## src/rtl/z80_bus_arbiter.sv

```systemverilog
`default_nettype none
// ============================================================================
// Module   : z80_bus_arbiter
// Purpose  : Arbitrates Z80 bus mastership among an external master (via the
//            /BUSRQ and /BUSAK pads) and an internal DMA master. It requests
//            the bus from the CPU core, grants it to the selected owner, and
//            steers the pad mux (float for external, DMA drive for internal).
// Ports    : wb_clk_i     - sole clock, rising edge
//            rst_n        - synchronous active-low reset
//            pin_busrq_n  - external /BUSRQ pad (asynchronous, synchronized)
//            pin_busak_n  - external /BUSAK pad drive (0 = external owns bus)
//            core_busrq_n - bus request to the CPU core
//            core_busak_n - bus acknowledge from the CPU core
//            dma_req      - internal DMA request (level)
//            dma_gnt      - internal DMA grant
//            bus_float    - 1 = pad mux floats address, data and strobes
//            bus_sel_dma  - 1 = pad mux drives pads from the DMA master
//            arb_err      - sticky acknowledge-timeout flag
// Config   : define Z80_ARB_TIMEOUT_EN to build the 8-bit acknowledge timeout;
//            without it arb_err is tied low and REQ waits indefinitely.
// Revision : 1.0 - initial release
// ============================================================================
module z80_bus_arbiter (
  input  logic wb_clk_i,
  input  logic rst_n,
  input  logic pin_busrq_n,
  output logic pin_busak_n,
  output logic core_busrq_n,
  input  logic core_busak_n,
  input  logic dma_req,
  output logic dma_gnt,
  output logic bus_float,
  output logic bus_sel_dma,
  output logic arb_err
);

  typedef enum logic [2:0] {
    IDLE    = 3'd0,
    REQ     = 3'd1,
    GNT_EXT = 3'd2,
    GNT_INT = 3'd3,
    REL     = 3'd4
  } state_t;

  localparam logic OWNER_INT = 1'b0;
  localparam logic OWNER_EXT = 1'b1;

  // --------------------------------------------------------------------------
  // /BUSRQ pad synchronizer; flops idle high (no request).
  // --------------------------------------------------------------------------
  logic sync_meta;
  logic sync_out;
  logic ext_req;

  always_ff @(posedge wb_clk_i) begin
    if (!rst_n) begin
      sync_meta <= 1'b1;
      sync_out  <= 1'b1;
    end else begin
      sync_meta <= pin_busrq_n;
      sync_out  <= sync_meta;
    end
  end

  assign ext_req = ~sync_out;

  // --------------------------------------------------------------------------
  // Arbitration state
  // --------------------------------------------------------------------------
  state_t state;
  state_t state_nxt;
  logic   owner;
  logic   owner_nxt;
  logic   last_owner;
  logic   last_owner_nxt;
  logic   pick;
  logic   owner_req;
  logic   timeout_hit;

  // Single requester wins outright; on a tie the one not granted last wins.
  always_comb begin
    pick = OWNER_INT;
    if (ext_req && dma_req) begin
      pick = ~last_owner;
    end else if (ext_req) begin
      pick = OWNER_EXT;
    end
  end

  assign owner_req = (owner == OWNER_EXT) ? ext_req : dma_req;

  always_ff @(posedge wb_clk_i) begin
    if (!rst_n) begin
      state      <= IDLE;
      owner      <= OWNER_INT;
      last_owner <= OWNER_INT;
    end else begin
      state      <= state_nxt;
      owner      <= owner_nxt;
      last_owner <= last_owner_nxt;
    end
  end

  // Requests arriving while granted or releasing simply stay pending as
  // levels; they are only picked up again from IDLE.
  always_comb begin
    state_nxt      = state;
    owner_nxt      = owner;
    last_owner_nxt = last_owner;
    case (state)
      IDLE: begin
        if (ext_req || dma_req) begin
          state_nxt = REQ;
          owner_nxt = pick;
        end
      end
      REQ: begin
        // Acknowledge takes precedence over a withdrawal or timeout seen on
        // the same edge; the core already handed over the bus.
        if (!core_busak_n) begin
          state_nxt      = (owner == OWNER_EXT) ? GNT_EXT : GNT_INT;
          last_owner_nxt = owner;
        end else if (!owner_req || timeout_hit) begin
          state_nxt = REL;
        end
      end
      GNT_EXT: begin
        if (!ext_req) begin
          state_nxt = REL;
        end
      end
      GNT_INT: begin
        if (!dma_req) begin
          state_nxt = REL;
        end
      end
      REL: begin
        if (core_busak_n) begin
          state_nxt = IDLE;
        end
      end
      default: begin
        state_nxt = IDLE;
      end
    endcase
  end

  // --------------------------------------------------------------------------
  // Outputs registered from the next state so they switch on the same edge
  // as the state transition.
  // --------------------------------------------------------------------------
  always_ff @(posedge wb_clk_i) begin
    if (!rst_n) begin
      core_busrq_n <= 1'b1;
      pin_busak_n  <= 1'b1;
      dma_gnt      <= 1'b0;
      bus_float    <= 1'b0;
      bus_sel_dma  <= 1'b0;
    end else begin
      core_busrq_n <= ~((state_nxt == REQ) || (state_nxt == GNT_EXT) ||
                        (state_nxt == GNT_INT));
      pin_busak_n  <= ~(state_nxt == GNT_EXT);
      dma_gnt      <= (state_nxt == GNT_INT);
      bus_float    <= (state_nxt == GNT_EXT);
      bus_sel_dma  <= (state_nxt == GNT_INT);
    end
  end

  // --------------------------------------------------------------------------
  // Optional acknowledge timeout
  // --------------------------------------------------------------------------
`ifdef Z80_ARB_TIMEOUT_EN
  logic [7:0] to_cnt;
  logic       err_q;

  // Counter is held at zero outside REQ, so it starts from zero on entry.
  // After 255 edges in REQ it would reach 255; the REQ exit fires on the
  // edge that takes it there.
  assign timeout_hit = (state == REQ) && (to_cnt == 8'd254);

  always_ff @(posedge wb_clk_i) begin
    if (!rst_n) begin
      to_cnt <= 8'd0;
      err_q  <= 1'b0;
    end else begin
      if (state != REQ) begin
        to_cnt <= 8'd0;
      end else begin
        to_cnt <= to_cnt + 8'd1;
      end
      if (timeout_hit && core_busak_n) begin
        err_q <= 1'b1;
      end
    end
  end

  assign arb_err = err_q;
`else
  assign timeout_hit = 1'b0;
  assign arb_err     = 1'b0;
`endif

endmodule
`default_nettype wire

```

## config.mk

```make
export PLATFORM = sky130hd
export DESIGN_NAME = z80_bus_arbiter
export DESIGN_NICKNAME = d
export VERILOG_FILES = /design/src/rtl/z80_bus_arbiter.sv
export SDC_FILE = /design/constraint.sdc
export NUM_CORES = 1
export LEC_CHECK = 0
export ABC_CLOCK_PERIOD_IN_PS = 2850
export BUFFER_PORTS_ARGS = -buffer_cell sky130_fd_sc_hd__buf_2
export CAP_MARGIN = 20
export CORE_MARGIN = 5
export CORE_UTILIZATION = 33
export CTS_CLUSTER_SIZE = 28
export DETAILED_ROUTE_END_ITERATION = 10
export GPL_ROUTABILITY_DRIVEN = 1
export GPL_TIMING_DRIVEN = 0
export PLACE_DENSITY = 0.65
export SLEW_MARGIN = 20
export SYNTH_ARGS = -nofsm -noshare
export SYNTH_HDL_FRONTEND = slang
export SYNTH_SLANG_ARGS = --single-unit
```

## constraint.sdc

```tcl
create_clock -name wb_clk_i -period 2.85 [get_ports wb_clk_i]
set_input_delay 0.285 -clock wb_clk_i [delete_from_list [all_inputs] [get_ports wb_clk_i]]
set_output_delay 0.285 -clock wb_clk_i [all_outputs]
set_load 0.01 [all_outputs]
```

==> results.md, run 1 <==
- Synthesis-stage register bit count: 11
- Count of final setup violators: 0
- Simple-gate share of the synthesized area: 26.5%
- Leakage: 0.253 nW
- Post-Synthesis Cells: 54
- Mux cell area share after synthesis: roughly 2.0%
- Crit path launch type: flip-flop
- Clock Root Buffer: clkbuf_4
- Tcrit/Tclk final: between 50% and 60%
- DR WL/cell: between 10 and 15 um
- Max Fclk: about 670 MHz
- Max VDD drop: just under 200 uV
- Critical path buffers and inverters: 1
- CTS Buffer Depth: 2
- Ports: 11
- Dpl cell area: 556 um^2
- Syn_area_per_cell: just over 9 um^2
- Synth Warn #: 0
- Vias/cell: around 4.6
- CP max stage delay: ~650 ps
- Synth top area share: between 40 and 50%
- CTS H-Tree Depth: 1
- Worst Path Max Fanout: 9
- Netlist cell types: 24
- Total grt overflow: 0
- Final routed DRC violation total: 0
- Setup Skew: roughly 0.6 ps
- Synth Area in Adders: 0%
- Status: finished clean
- Die Area: around 0.0024 mm^2
- Final instance area: between 500 and 600 um^2
- Critical Path AT: approximately 1700 ps
- Post-DP HPWL: roughly 600 um
- Post-CTS Hold Fix Bufs: 0
- CORE AREA: around 0.0015 mm^2
- Post-Syn Nets: between 50 and 60
- Post-synthesis to final-layout area growth: 18.6%
- Hold Vio Cnt, Final: 0
- CP delay by family, top: compound AO/OA/AOI/OAI gates
- Max transition margin: around 55%
- Clk Latency, worst-skew pair: around 260 ps
- Via Count: approximately 380
- Die Y: roughly 49 um
- Setup CP Type: reg2reg
- Dpl ws: 1380 ps
- Clock sink total: 11
- Synth area leaders: dfxtp_1 45%, nor4b_4 4.8%, buf_6 4.6%, nand2_1 4.6%, a21oi_1 4.1%
- TNS Setup: 0 ps
- Total of max-cap violations: 0
- Min-delay worst type: in2reg
- Worst Tran Pin Value: 679 ps
- Layout net count: 73
- Port bufs: 9
- Slowest-stage cell, CP: a222oi_1
- Router iterations before antenna repair: 4
- Post-cts sizing count: 0
- Slew Viols, Final: 0
- Worst path cell trace: buf_2 > nor4b_4 > a222oi_1 > and2_1
- All-Layer GR Usage: slightly below 8%
- Post-synthesis compound-gate area fraction: around 15%
- Share of cells above drive strength 1: between 20% and 30%
- Post-Synth XOR/XNOR Area: 0%
- Die X: about 50 um
- Largest net degree at the start of global routing: 10
- CTS tree: yes
- PwrDens: 661 mW/mm^2
- Clock-pin slew on the worst setup and hold paths: approximately 60 ps
- Register area share after synthesis: 44.9%
- Mapped cell area: slightly below 500 um^2
- Crit path required time: about 3100 ps
- GPL Wtd Cong: roughly 0.75
- First-pass GRT wire length: 1450 um
- Largest family of logic cells by synthesized area: simple AND/OR/NAND/NOR gates
- DR iter-0 viols: 15
- # diodes: 0
- Crit end category: flip-flop
- Unrepaired setup endpoints after global routing: no
- Tmin final: 1490 ps
- Postcts setup bufs: 0
- Starting Density: 33.7%
- Vias in the first global route: 342
- CTS Buf Count: 3
- Initial antenna violation count: 0
- Placement row count: 14
- Area leader, netlist: dfxtp_1
- PnR worst setup slack: between 1000 and 1500 ps
- Total Routed Length: between 800 and 900 um
- Final ANT Viol Nets: 0
==> layout make-up <==
class / count / area [um^2]
Fill cell: 151 / 872
Sequential cell: 11 / 220
Multi-Input combinational cell: 35 / 216
Timing Repair Buffer: 9 / 45.0
Buffer: 5 / 42.5
Clock buffer: 4 / 26.3
Tap cell: 16 / 20.0
Inverter: 3 / 11.3
==> Yosys cell counts <==
| cell type | count |
|---|---|
| nor3_1 | 3 |
| buf_2 | 1 |
| dfxtp_1 | 11 |
| o21ai_0 | 2 |
| nand2b_1 | 3 |
| nor2_1 | 2 |
| or3_1 | 1 |
| nor2b_1 | 3 |
| nand3_1 | 1 |
| o31ai_1 | 1 |
| a21o_1 | 1 |
| buf_4 | 2 |
| a222oi_1 | 1 |
| a21oi_1 | 4 |
| and2_1 | 1 |
| nand2_1 | 6 |
| nor4b_4 | 1 |
| mux2i_1 | 1 |
| buf_6 | 2 |
| o211a_1 | 1 |
| nor4_1 | 1 |
| a22oi_1 | 1 |
| inv_1 | 3 |
| conb_1 | 1 |
==> layer usage <==
layer / wire (um) / GRT usage (%)
met5: 0 / 0
met4: 37 / 9.42
met3: 24 / 2.15
met2: 350 / 10.2
met1: 419 / 9.46
==> path summary, 6_finish.rpt <==
check / cells after the start / endpoint / start / slack [ps]
setup / recovery: 4 / bus_float / state[2] / 1360
hold / removal: 2 / sync_meta / pin_busrq_n / 200
setup reg to reg: 4 / bus_float / state[2] / 1360
hold reg to reg: 1 / sync_out / sync_meta / 410
==> power breakdown <==
group          leakage (nW)  internal (mW)  total (mW)  switching (mW)
registers            0.0902          0.171       0.177         0.00622
logic                 0.147         0.0481       0.106          0.0574
clock network        0.0150         0.0541       0.102          0.0476
total                 0.253          0.273       0.385           0.111
==> state kept, by name, summed over array words and instances (netlist names) <==
name	count
state	3
bus_float	1
bus_sel_dma	1
core_busrq_n	1
last_owner	1
owner	1
pin_busak_n	1
sync_meta	1
sync_out	1
==> through the flow <==
stage               utilization, %  instances  hold WS [ps]  total power [mW]
finish                        40.0         83           199             0.385
global route                  40.0         83           197             0.412
CTS                           40.0         83           193             0.391
detailed placement            38.2         79           397             0.286
global placement              38.2         79           389             0.284
floorplan                        -         54           358             0.260
==> placed cells by master (no fill, tap or decap), drive strengths merged, types with 2 or more instances in the layout <==
cell type	n
nor2	2
buf	14
nand2b	3
nor3	3
o21ai	2
a21oi	4
nand2	6
clkbuf	4
nor2b	3
dfxtp	11
inv	3
==> kinds of logic (layout without fill, tap and decap cells) <==
logic type	after synthesis	after routing
AO/OA/AOI/OAI	11	11
buffers and inverters	8	21
flip-flops	11	11
multiplexers	1	1
other	1	1
AND/OR/NAND/NOR	22	22
Power figures use the tool's default switching activity.
==> run 2, diff against run 1 <==
ABC_CLOCK_PERIOD_IN_PS = 1300   (was 2850)
PLACE_DENSITY = 0.67   (was 0.65)
clock period = 1.3 ns   (was 2.85 ns; I/O delays follow)
==> results.md, run 2 (synthesis results as in run 1) <==
- Dpl ws: -192 ps (-1570 ps)
- Tcrit/Tclk final: 96.8% (+45 points)
- Worst path cell trace: nor4b_4 > a222oi_1 > buf_4 > a21o_1
- Share of cells above drive strength 1: 46.4% (+20 points)
- CTS Buf Count: 3 (unchanged)
- Max VDD drop: 636 uV (+230%)
- DR WL/cell: 11.9 um (+18%)
- Die Y: 48.6 um (unchanged)
- Area occupied by multi-input gates: 265 um^2 (+23%)
- Reg-to-Reg End: core_busrq_n
- Total Routed Length: 1010 um (+21%)
- Worst-case reg-to-reg path depth: 4 (unchanged)
- Clock Root Buffer: clkbuf_4
- Crit path required time: 1460 ps (-1600 ps)
- CTS Buffer Depth: 2 (unchanged)
- PnR worst setup slack: 41.7 ps (-1320 ps)
- Largest net degree at the start of global routing: 10 (unchanged)
- Worst Path Max Fanout: 8 (-1)
- Most common cell after layout, fill and taps aside: buf_2
- Min-delay worst type: in2reg
- Clk Latency, worst-skew pair: 260 ps (about the same)
- Post-synthesis to final-layout area growth: 33.2%
- TNS Setup: 0 ps (unchanged)
- Die Area: 0.00236 mm^2 (unchanged)
- Vias in the first global route: 396 (+16%)
- Clock sink total: 11 (unchanged)
- Slowest-stage cell, CP: dfxtp_4
- Post-CTS Hold Fix Bufs: 0 (unchanged)
- Commonest cells after routing, fill and taps aside: 9 x buf_2, 8 x dfxtp_1, 6 x buf_4, 5 x nand2_1, 4 x a21oi_1
- Setup Skew: 1.90 ps (+1.28 ps)
- Slew Viols, Final: 0 (unchanged)
- Final routed DRC violation total: 0 (unchanged)
- Port bufs: 9 (unchanged)
- Ports: 11 (unchanged)
- Clock-pin slew on the worst setup and hold paths: 60 ps (about the same)
- CTS tree: yes
- Max FFs per register: 3 (unchanged)
- Tmin final: 1260 ps (-228 ps)
- Total of max-cap violations: 0 (unchanged)
- Hold path cells: 2 (unchanged)
- CORE AREA: 0.00145 mm^2 (unchanged)
- Leakage: 0.267 nW (+5.8%)
- Fillcell total: 156 (+3.3%)
- Reg-to-reg critical path startpoint: state[1]
- Setup CP Type: reg2reg
- CTS H-Tree Depth: 1 (unchanged)
- Max Fclk: 795 MHz (+18%)
- Final ANT Viol Nets: 0 (unchanged)
- Critical Path AT: 1420 ps (-270 ps)
- Crit path launch type: flip-flop
- Total grt overflow: 0 (unchanged)
- Layout net count: 75 (+2.7%)
- First-pass GRT wire length: 1600 um (+10%)
- Router iterations before antenna repair: 4 (unchanged)
- Initial antenna violation count: 0 (unchanged)
- Reg2reg setup slack: 40 ps (-1320 ps)
- Count of final setup violators: 0 (unchanged)
- Crit end category: flip-flop
- Vias/cell: 4.99 (+7.8%)
- Starting Density: 33.7% (unchanged)
- All-Layer GR Usage: 8.63% (+0.70 points)
- Core Util, Final: 44.9% (+4.9 points)
- FF/Latch Area: 229 um^2 (+4.0%)
- Hold wc startpoint: pin_busrq_n
- Status: finished clean
- Die X: 48.6 um (unchanged)
- Hold Path End: sync_meta
- Via Count: 424 (+10%)
- GPL Wtd Cong: 0.699 (-6.9%)
- Placement row count: 14 (unchanged)
- Hold Vio Cnt, Final: 0 (unchanged)
- CP max stage delay: 390 ps (-260 ps)
- PwrDens: 1400 mW/mm^2 (+110%)
- Top reg by flops: state
- DR iter-0 viols: 6 (-9)
- # diodes: 0 (unchanged)
run 2: cell types whose count changed in the layout (fill, tap and decap cells not counted), sizes merged:
cell	previous run	this run
buf	14	16
run 2: final cells by class:
cell class                      count  area share, %
Multi-Input combinational cell     35           40.6
Sequential cell                    11           35.1
Timing Repair Buffer               13           11.5
Clock buffer                        4           4.02
Buffer                              3           4.02
Tap cell                           16           3.07
Inverter                            3           1.72
run 2: worst max-delay path by stage:
stage | startpoint | endpoint | slack (ps) | depth (start not counted)
4_1_cts | state[0] | core_busrq_n | 20 | 4
2_1_floorplan | state[0] | bus_float | 20 | 4
3_5_place_dp | state[0] | bus_float | -190 | 4
5_1_grt | state[1] | core_busrq_n | -8 | 4
3_3_place_gp | state[0] | bus_float | -170 | 4
6_report | state[1] | core_busrq_n | 40 | 4
run 2: repair_timing:
item,CTS,global route
buffers inserted,2,2
gates resized for setup,3,16
hold endpoints to repair,0,0
pin swaps,4,6
setup endpoints to repair,5,5
run 2: report_power, final:
| part | switching (mW) | internal (mW) |
|---|---|---|
| registers | 0.0439 | 0.380 |
| logic | 0.128 | 0.137 |
| clock network | 0.105 | 0.119 |
| total | 0.276 | 0.636 |
run 2: layer usage:
layer / global-route usage [%] / routed length, um / up-vias
li1: - / - / 212
met4: 8.07 / 32 / 0
met5: 0 / 0 / -
met2: 12.6 / 517 / 12
met3: 2.15 / 38 / 4
met1: 10.1 / 420 / 196
run 2: through the flow:
stage	power, mW	hold WS (ps)	instances	area [um^2]
2_1_floorplan	0.570	203	54	490
3_3_place_gp	0.624	309	79	556
3_5_place_dp	0.630	313	79	556
4_1_cts	0.897	31.7	85	609
5_1_grt	0.977	40.5	85	653
6_report	0.912	42.4	85	653
run 2: worst max-delay path: cells and delay by family, from the launching register on:
family | cells | cell delay [ps]
flops | 1 | 390
compound gates | 2 | 310
buf+inv | 1 | 170
simple gates | 1 | 290
==> run 3, diff against run 2 <==
CORE_AREA = 5 5 42 44   (was unset)
CORE_MARGIN = unset   (was 5)
CORE_UTILIZATION = unset   (was 33)
DIE_AREA = 0 0 47 49   (was unset)
PLACE_DENSITY = 0.72   (was 0.67)
==> results.md, run 3 (synthesis results as in run 1) <==
- Port bufs: 9 (unchanged)
- Crit end category: flip-flop
- Slew Viols, Final: 0 (unchanged)
- Hold Vio Cnt, Final: 0 (unchanged)
- Hold Path End: sync_meta
- Switch share: 30.0% (-0.32 points)
- NetSw: 0.277 mW (+0.23%)
- Largest net degree at the start of global routing: 10 (unchanged)
- Initial antenna violation count: 0 (unchanged)
- Hold path cells: 2 (unchanged)
- DR WL/cell: 11.4 um (-3.7%)
- Count of final setup violators: 2 (+2)
- Ports: 11 (unchanged)
- Top reg by flops: state
- Post-DP HPWL: 639 um
- Vias/cell: 4.91 (-1.6%)
- Max VDD drop: 1010 uV (+58%)
- All-Layer GR Usage: 8.70% (+0.072 points)
- Layout net count: 76 (+1.3%)
- Reg-to-Reg End: bus_sel_dma
- Worst hold margin: 44.9 ps (+2.51 ps)
- CTS Buf Count: 3 (unchanged)
- Router iterations before antenna repair: 4 (unchanged)
- Unrepaired setup endpoints after global routing: yes
- Clk network pwr share: 24.1% (-0.4 points)
- Status: finished with violations
- CORE AREA: 0.00140 mm^2 (-3.6%)
- First-pass GRT wire length: 1460 um (-9.1%)
- Final instance area: 649 um^2 (-0.57%)
- Via Count: 422 (-0.47%)
- Commonest cells after routing, fill and taps aside: 10 x dfxtp_1, 9 x buf_2, 6 x nand2_1, 5 x buf_4, 4 x a21oi_1
- Hold wc startpoint: pin_busrq_n
- Most common cell after layout, fill and taps aside: dfxtp_1
- Clock-pin slew on the worst setup and hold paths: 60 ps (about the same)
- Min-delay worst type: in2reg
- Worst Path Max Fanout: 9 (+1)
- Critical Path AT: 1500 ps (+80 ps)
- Vias in the first global route: 372 (-6.1%)
- Starting Density: 35.0% (+1.3 points)
- Max FFs per register: 3 (unchanged)
- DR iter-0 viols: 9 (+3)
- Dpl ws: -216 ps (-24.2 ps)
- Flop pwr share: 42.5% (-4.0 points)
- Clock sink total: 11 (unchanged)
- GPL Wtd Cong: 0.724 (+3.5%)
- Die Area: 0.00230 mm^2 (-2.3%)
- Tcrit/Tclk final: 102% (+4.7 points)
- Total Routed Length: 982 um (-2.6%)
- Max Fclk: 758 MHz (-4.7%)
- Post-synthesis to final-layout area growth: 32.4%
- CTS tree: yes
- Power Internal: 0.647 mW (+1.8%)
- Failing checks: setup timing
- Placement row count: 14 (unchanged)
- Crit path required time: 1480 ps (+20 ps)
- Core Util, Final: 46.3% (+1.4 points)
- Reg2reg setup slack: -20 ps (-60 ps)
- Final ANT Viol Nets: 0 (unchanged)
- Total of max-cap violations: 0 (unchanged)
- Post-CTS Hold Fix Bufs: 0 (unchanged)
- Tmin final: 1320 ps (+61.6 ps)
- Die X: 47 um (-3.2%)
- CTS H-Tree Depth: 1 (unchanged)
- Share of cells above drive strength 1: 38.6% (-7.8 points)
- Leakage: 0.269 nW (+0.78%)
- Setup CP Type: reg2reg
- FF/Latch Area: 221 um^2 (-3.3%)
- Setup Skew: 1.82 ps (-0.0716 ps)
- CTS Buffer Depth: 2 (unchanged)
- Total grt overflow: 0 (unchanged)
- Fillcell total: 149 (-4.5%)
- Clk Latency, worst-skew pair: 260 ps (about the same)
- Crit path launch type: flip-flop
- Design Power: 0.924 mW (+1.3%)
- PnR worst setup slack: -19.9 ps (-61.6 ps)
- Worst-case reg-to-reg path depth: 4 (unchanged)
- Die Y: 49 um (+0.93%)
- # diodes: 0 (unchanged)
- PwrDens: 1420 mW/mm^2 (+1.9%)
- Dpl cell area: 556 um^2 (unchanged)
- Clock Root Buffer: clkbuf_4
- Reg-to-reg critical path startpoint: state[0]
- Area occupied by multi-input gates: 254 um^2 (-4.2%)
- Logic pwr share: 33.4% (+4.4 points)
- Final routed DRC violation total: 0 (unchanged)
==> run 3: cell count changes in the layout (fill, tap and decap cells not counted), sizes merged <==
cell  previous run  this run
buf             16        17
==> run 3: worst max-delay path, cell delays in order, from the launching register on <==
cell and delay [ps]:
dfxtp_2 310, buf_6 130, o211a_4 250, or3_4 340, nor3_2 210
==> run 3: what timing repair did <==
| item | CTS | global route |
|---|---|---|
| gates resized for setup | 3 | 7 |
| pin swaps | 5 | 2 |
| endpoints found under the setup margin | 5 | 5 |
| buffers inserted | 2 | 1 |
==> run 3: how the worst max path moves through the flow <==
| stage | from | to | slack [ps] | depth (start not counted) |
|---|---|---|---|---|
| 3_3_place_gp | state[0] | bus_float | -160 | 4 |
| 5_1_grt | state[0] | bus_sel_dma | -80 | 5 |
| 2_1_floorplan | state[0] | bus_float | 20 | 4 |
| 4_1_cts | state[0] | core_busrq_n | -0.9 | 4 |
| 6_report | state[0] | bus_sel_dma | -20 | 4 |
| 3_5_place_dp | state[0] | bus_float | -220 | 4 |
==> run 3: per-layer routing <==
layer,up-vias,share of wire (%),routed length [um],track usage (%)
li1,211,-,-,-
met1,195,42,415,10.0
met2,12,48,473,12.7
met3,4,4.3,42,3.69
met4,0,5.2,51,5.53
met5,-,0,0,0
==> run 3: final cells by class <==
cell class	instances	area share [%]
multi-input combinational	35	39.1
sequential	11	34.1
timing repair buffer	12	10.4
buffer	5	7.51
clock buffer	4	4.05
tap	16	3.08
inverter	3	1.73
==> run 3: metrics by stage <==
stage | cells | setup TNS, ps
after CTS | 85 | -0.942
final | 86 | -38.3
after global placement | 79 | -679
after floorplan | 54 | 0
after detailed placement | 79 | -963
after global routing | 86 | -173
==> run 3: power groups by stage <==
stage | Combinational (mW) | Sequential [mW] | Clock (mW)
4_1_cts | 0.266 | 0.391 | 0.234
3_5_place_dp | 0.233 | 0.397 | 0
2_1_floorplan | 0.166 | 0.404 | 0
6_report | 0.309 | 0.393 | 0.222
5_1_grt | 0.336 | 0.395 | 0.263
3_3_place_gp | 0.229 | 0.395 | 0
